--- src/rtl/ip_seq_ctrl.sv ---
// ip_seq_ctrl - instruction-pointer sequencer for the bus interface unit.
// Arbitrates interrupt entry, branch loads and sequential fetches, and
// drives the IP register strobes and the memory fetch handshake.
//
// Ports:
//   Clk, Reset      clock (rising edge), asynchronous active-high reset
//   fetch_req       EU wants the next instruction word (level)
//   br_req          EU wants IP loaded from the shared bus (level)
//   intr            external interrupt request (level)
//   iret            one-cycle pulse, leaves the interrupt service routine
//   mem_ack         memory has the instruction word on the bus
//   ip_ld/ip_inc/ip_isr  IP register: load bus / increment / load vector
//   ip_oe           IP register drives the bus
//   mem_rd, ir_ld   memory read strobe, instruction register load
//   save_ip         stack logic captures IP from the bus
//   intr_ack        interrupt accepted
//   in_isr          interrupt being serviced, masks intr
//   bus_err         one-cycle fetch timeout pulse
//   busy            sequencer not idle
module ip_seq_ctrl #(
  parameter int unsigned TIMEOUT = 15,
  parameter int unsigned CW      = 4
) (
  input  logic Clk,
  input  logic Reset,
  input  logic fetch_req,
  input  logic br_req,
  input  logic intr,
  input  logic iret,
  input  logic mem_ack,
  output logic ip_ld,
  output logic ip_inc,
  output logic ip_isr,
  output logic ip_oe,
  output logic mem_rd,
  output logic ir_ld,
  output logic save_ip,
  output logic intr_ack,
  output logic in_isr,
  output logic bus_err,
  output logic busy
);

  typedef enum logic [2:0] {
    IDLE, FETCH, INC, BRANCH, SAVE, VECT, ERR
  } state_t;

  // Value of the wait counter during the last allowed FETCH cycle.
  localparam logic [CW-1:0] CNT_LAST = CW'(TIMEOUT - 1);

  state_t        state, state_n;
  logic [CW-1:0] cnt, cnt_n;

  always_ff @(posedge Clk or posedge Reset) begin
    if (Reset) begin
      state  <= IDLE;
      cnt    <= '0;
      in_isr <= 1'b0;
    end else begin
      state  <= state_n;
      cnt    <= cnt_n;
      // Set on leaving VECT, cleared by iret from any state.
      in_isr <= (in_isr & ~iret) | (state == VECT);
    end
  end

  always_comb begin
    state_n  = state;
    cnt_n    = cnt;
    ip_ld    = 1'b0;
    ip_inc   = 1'b0;
    ip_isr   = 1'b0;
    ip_oe    = 1'b0;
    mem_rd   = 1'b0;
    ir_ld    = 1'b0;
    save_ip  = 1'b0;
    intr_ack = 1'b0;
    bus_err  = 1'b0;

    unique case (state)
      IDLE: begin
        // An iret in the same cycle defers interrupt entry by one cycle.
        if (intr && !in_isr && !iret) begin
          state_n = SAVE;
        end else if (br_req) begin
          state_n = BRANCH;
        end else if (fetch_req) begin
          state_n = FETCH;
          cnt_n   = '0;
        end
      end
      FETCH: begin
        ip_oe  = 1'b1;
        mem_rd = 1'b1;
        // Ack is checked before the timeout so a late ack still wins.
        if (mem_ack) begin
          ir_ld   = 1'b1;
          state_n = INC;
        end else if (cnt == CNT_LAST) begin
          state_n = ERR;
        end else begin
          cnt_n = cnt + 1'b1;
        end
      end
      INC: begin
        ip_inc  = 1'b1;
        state_n = IDLE;
      end
      BRANCH: begin
        ip_ld   = 1'b1;
        state_n = IDLE;
      end
      SAVE: begin
        ip_oe   = 1'b1;
        save_ip = 1'b1;
        state_n = VECT;
      end
      VECT: begin
        ip_isr   = 1'b1;
        intr_ack = 1'b1;
        state_n  = IDLE;
      end
      ERR: begin
        bus_err = 1'b1;
        state_n = IDLE;
      end
      default: state_n = IDLE;
    endcase
  end

  assign busy = (state != IDLE);

endmodule
--- config.mk ---
export PLATFORM = sky130hd
export DESIGN_NAME = ip_seq_ctrl
export DESIGN_NICKNAME = d
export VERILOG_FILES = /design/src/rtl/ip_seq_ctrl.sv
export SDC_FILE = /design/constraint.sdc
export NUM_CORES = 1
export LEC_CHECK = 0
export BUFFER_PORTS_ARGS = -buffer_cell sky130_fd_sc_hd__clkbuf_2
export CAP_MARGIN = 20
export CORE_AREA = 5 5 42 44
export CTS_CLUSTER_DIAMETER = 30
export DETAILED_ROUTE_END_ITERATION = 8
export DIE_AREA = 0 0 47 49
export GPL_ROUTABILITY_DRIVEN = 0
export PLACE_DENSITY = 0.73
export SLEW_MARGIN = 20
export SYNTH_ARGS = -nofsm -noshare
export SYNTH_HDL_FRONTEND = slang
export SYNTH_SLANG_ARGS = --single-unit
--- constraint.sdc ---
create_clock -name Clk -period 2.38 [get_ports Clk]
set_input_delay 0.476 -clock Clk [delete_from_list [all_inputs] [get_ports Clk]]
set_output_delay 0.476 -clock Clk [all_outputs]
set_load 0.05 [all_outputs]
After elaboration in Yosys (flattened, before gate mapping)
Index checks and enable logic that the tools add are counted. Widths: inputs -> output; s select.

$add $sub $neg: 1. Eq/ne operators: 14. Mux-type cells: 21. Bitwise operators: 3. Reductions and logical operators: 10.

Operator list (number): $mux 4 (5); $mux 3 (5); $ne 2x2->1 const B (5); $eq 3x3->1 const B (3); $mux 1 (9); $pmux 3 s3 (1); $pmux 4 s2 (1); $eq 3x2->1 const B (2); $reduce_and 6->1 (1); $add 4x1->4 const B (1); $eq 4x4->1 const B (1); $ne 4x4->1 const B (1); $eq 3x1->1 const B (1); $logic_not 3->1 (1); $ne 3x3->1 const B (1); $reduce_bool 3->1 (1); $logic_and 1x1->1 (2); $logic_not 1->1 (2); $reduce_and 2->1 (1); $reduce_bool 2->1 (1); $reduce_or 2->1 (1); $and 1x1->1 (1); $not 1->1 (1); $or 1x1->1 (1).

Register bits after elaboration: 8. Bits of input ports: 7. Output and inout bits: 11. Word-level logic and storage cells: 52.

Depth between registers and ports, before layout
Word-level depth: 5. Mapped depth: 6. Depth with buffers taken out: 6.

Worst setup path after synthesis
OpenSTA, ideal clock, no wires.

Path type: register to output. From: reg state[0]. To: out ip_inc. Arrival: 1.727 ns. Required time: 1.904 ns. Slack: 0.177 ns. Cell stages (with the launch flop): 3. Path buffers: 1. Cell sequence: dfrtp_1 -> buf_4 -> nor3b_1.

Word-level cells in the longest chain between the ends: 2.

RTL lines: start, declared (RTL line 51) `state_t state, state_n;`; start signal, assigned (RTL line 60) `state <= state_n;`; $eq 3x2->1 (RTL line 80) `unique case (state)`; $mux 1 (RTL line 80); end, declared (RTL line 32) `output logic ip_inc,`.

No other way between the ends.

Worst setup path in the final report
From: reg state[1]. To: out ip_oe.

Word-level cells in the longest chain between the ends: 3. Elaborated cells between the ends (all ways): 4. Classes of those cells: eq/ne: 2; mux: 1; reduce/logical: 1.

RTL lines: $eq 3x1->1 / $eq 3x3->1 (equally long branches) (RTL line 80); $reduce_or 2->1 (no source line) (*); $mux 1 (*) (RTL line 80); end, declared (RTL line 34) `output logic ip_oe,`.

Every way passes the cells marked *; elsewhere a longest branch is shown, timed or not.

==> results.sh <==
export IMPL_synth_top_area_frac=0.352
export IMPL_synthesis_nets=66
export IMPL_p_per_area_nw_per_um2=1470
export IMPL_cts_setup_buffers=0
export IMPL_hp_class="input pin to asynchronous set/reset pin"
export IMPL_setup_slack_ps=244
export IMPL_whs_ps=135
export IMPL_antenna_found_initial=0
export IMPL_skew_ps=2.01
export IMPL_cp_end_kind="output pin"
export IMPL_synthToLayoutAreaGrowth_pct=19.8
export IMPL_first_iter_violations=6
export IMPL_dp_hpwl_um=898
export IMPL_fin_crit_ps=2140
export IMPL_ys_top_cells_by_area="dfrtp_1 35%, buf_4 5.3%, ha_1 4.4%"
export IMPL_synth_avg_cell_area_um2=9.99
export IMPL_dpl_worst_slack_ps=511
export IMPL_cp_max_fo=12
export IMPL_setup_viol=0
export IMPL_clkTransAtPathRegs_ps=50
export IMPL_tightest_slew_ps=354
export IMPL_drive_gt1_frac=0.413
export IMPL_crit_type="flip-flop to output pin"
export IMPL_cts_max_level=1
export IMPL_grt_pass1_vias=427
export IMPL_start_kind="flip-flop"
export IMPL_coreArea_um2=1400
export IMPL_synthDistinctLibCells=32
export IMPL_worstSkewPairLatency_ps=250
export IMPL_grt_pass1_wl_um=1900
export IMPL_boundaryPins=18
export IMPL_drv_cap=0
export IMPL_via_per_inst=5.15
export IMPL_p_leak_nw=0.355
export IMPL_hold_buffers=0
export IMPL_fmax_ghz=0.468
export IMPL_cts_root_buf="clkbuf_4"
export IMPL_fin_util=0.487
export IMPL_tns_ps=0
export IMPL_status="complete, no violations"
export IMPL_vdd_ir_drop_max_v=0.000481
export IMPL_cts_sinks=8
export IMPL_critPathArrivalTime_ps=1660
export IMPL_timing_final_crit_share=0.898
export IMPL_path_cells="or3b_4, inv_2, or2_1, clkbuf_2"
export IMPL_grt_max_degree=15
export IMPL_yosysSeqAreaShare=0.352
export IMPL_required_ps=1900
export IMPL_rsz0062_at_grt="false"
export IMPL_synth_enable_flop_cells=0
export IMPL_clock_path_buffers=2
export IMPL_drc=0
export IMPL_start_util=0.406
export IMPL_place_port_buffers=17
export IMPL_relSlewSlack=0.764
export IMPL_final_nets=86
export IMPL_wl_per_cell_um=12.6
export IMPL_gr_usage_all_layers=0.115
export IMPL_cp_slowest_cell="dfrtp_1"
export IMPL_yosys_warnings=0
export IMPL_fill_cells=138
export IMPL_die_w_um=47
export IMPL_drt_total_wl_um=1150
export IMPL_slew_violations=0
export IMPL_rows=14
export IMPL_synth_ff_type="dfrtp_1"
export IMPL_firstDrtPassIters=4
export IMPL_syn_area_um2=569
export IMPL_max_stage_delay_ps=500
export IMPL_syn_inst=57
export IMPL_die_h_um=49
export IMPL_yosysTopAreaCell="dfrtp_1"
export IMPL_cts_resized=0
export IMPL_vias=469
export IMPL_route_antenna_remaining_nets=0
export IMPL_synthArstFlopShare=1.00
export IMPL_p_total_mw=1.00
export IMPL_dieArea_um2=2300
export IMPL_grt_overflow=0
export IMPL_tritoncts="yes"
export IMPL_cts_buffers=3
export IMPL_finalHoldViolCount=0
export IMPL_ys_ff_latch=8
export IMPL_diodes=0
[critical path, delay by kind of cell, from the launching register on]
kind / cells / cell delay [ps]
buf+inv: 2 / 330
flops: 1 / 500
simple gates: 2 / 580
[sequential cells by signal, indices dropped and copies added (netlist names)]
name / flops
state: 3
cnt: 4
in_isr: 1
[synthesized netlist by cell type (2+ instances only)]
cell type / number
a21oi_1: 2
and2_1: 2
and3b_1: 2
buf_4: 4
dfrtp_1: 8
ha_1: 2
inv_1: 6
nand3_1: 2
nor2_1: 2
nor3b_2: 2
o21ai_1: 2
o41ai_1: 2
or3b_4: 2
[final timing paths]
| kind | start | to | slack [ps] | cells past startpoint |
|---|---|---|---|---|
| max in group asynchronous | Reset | state[2]$_DFFE_PP0P_ | 2030 | 2 |
| min | Reset | cnt[2]$_DFFE_PP0P_ | 130 | 2 |
| min reg2reg | in_isr$_DFF_PP0_ | in_isr$_DFF_PP0_ | 510 | 1 |
| max | state[1]$_DFFE_PP0P_ | ip_oe | 240 | 4 |
| min in group Clk | iret | in_isr$_DFF_PP0_ | 500 | 3 |
| max reg2reg | cnt[0]$_DFFE_PP0P_ | cnt[2]$_DFFE_PP0P_ | 830 | 6 |
[metal layers]
layer,vias up,track usage,part of all wire
met5,-,0,0
met1,217,0.158,0.43
met2,9,0.161,0.52
met4,0,0.0691,0.013
li1,241,-,-
met3,2,0.0221,0.041
[per-stage QoR]
stage	instances	cell area (um2)
6_report	91	682
5_1_grt	91	682
4_1_cts	91	682
3_5_place_dp	88	659
3_3_place_gp	88	659
2_1_floorplan	57	569
[cell type report]
class                           count  area, um2  area share
Tap cell                           16       20.0      0.0294
Timing Repair Buffer               19        100       0.147
Multi-Input combinational cell     38        313       0.459
Inverter                            7       26.3      0.0385
Sequential cell                     8        200       0.294
Clock buffer                        3       22.5      0.0330
[layout by cell type, fill, tap and decap left out]
cell type  Yosys  layout
nand4b_1       1       1
nand3_1        2       2
clkbuf_4       0       3
a21o_2         1       1
mux2i_1        1       1
nor4_2         1       1
nor2_1         2       2
nor3b_2        2       2
o41ai_1        2       2
or3b_4         2       2
ha_1           2       2
nor3b_1        1       1
o21a_1         1       1
clkbuf_2       0      17
nor2b_1        1       1
nand2_1        1       1
inv_1          6       6
o21ai_1        2       2
a211o_1        1       1
a22oi_4        1       1
o31a_1         1       1
nor3_1         1       1
o31ai_1        1       1
inv_2          1       1
a21oi_1        2       2
or2_1          1       1
buf_4          4       2
o22ai_1        1       1
and3b_1        2       2
and2_1         2       2
nor2_4         1       1
nor4b_1        1       1
or3_1          1       1
dfrtp_1        8       8
[report_power, final]
part           leakage [nW]  internal [mW]  switching (mW)
Clock                0.0138         0.0573          0.0405
Combinational         0.236          0.211           0.456
Sequential            0.105          0.184          0.0570
Total                 0.355          0.452           0.553
[cells by family (layout without fill, tap and decap cells)]
kind of cell | count (synthesis) | in the layout | synth area share
compound gates | 13 | 13 | 0.187
mux | 1 | 1 | 0.0176
simple gates | 22 | 22 | 0.301
buf+inv | 11 | 29 | 0.0989
fa+ha+maj | 2 | 2 | 0.0439
flops | 8 | 8 | 0.352
Power figures use the tool's default switching activity.
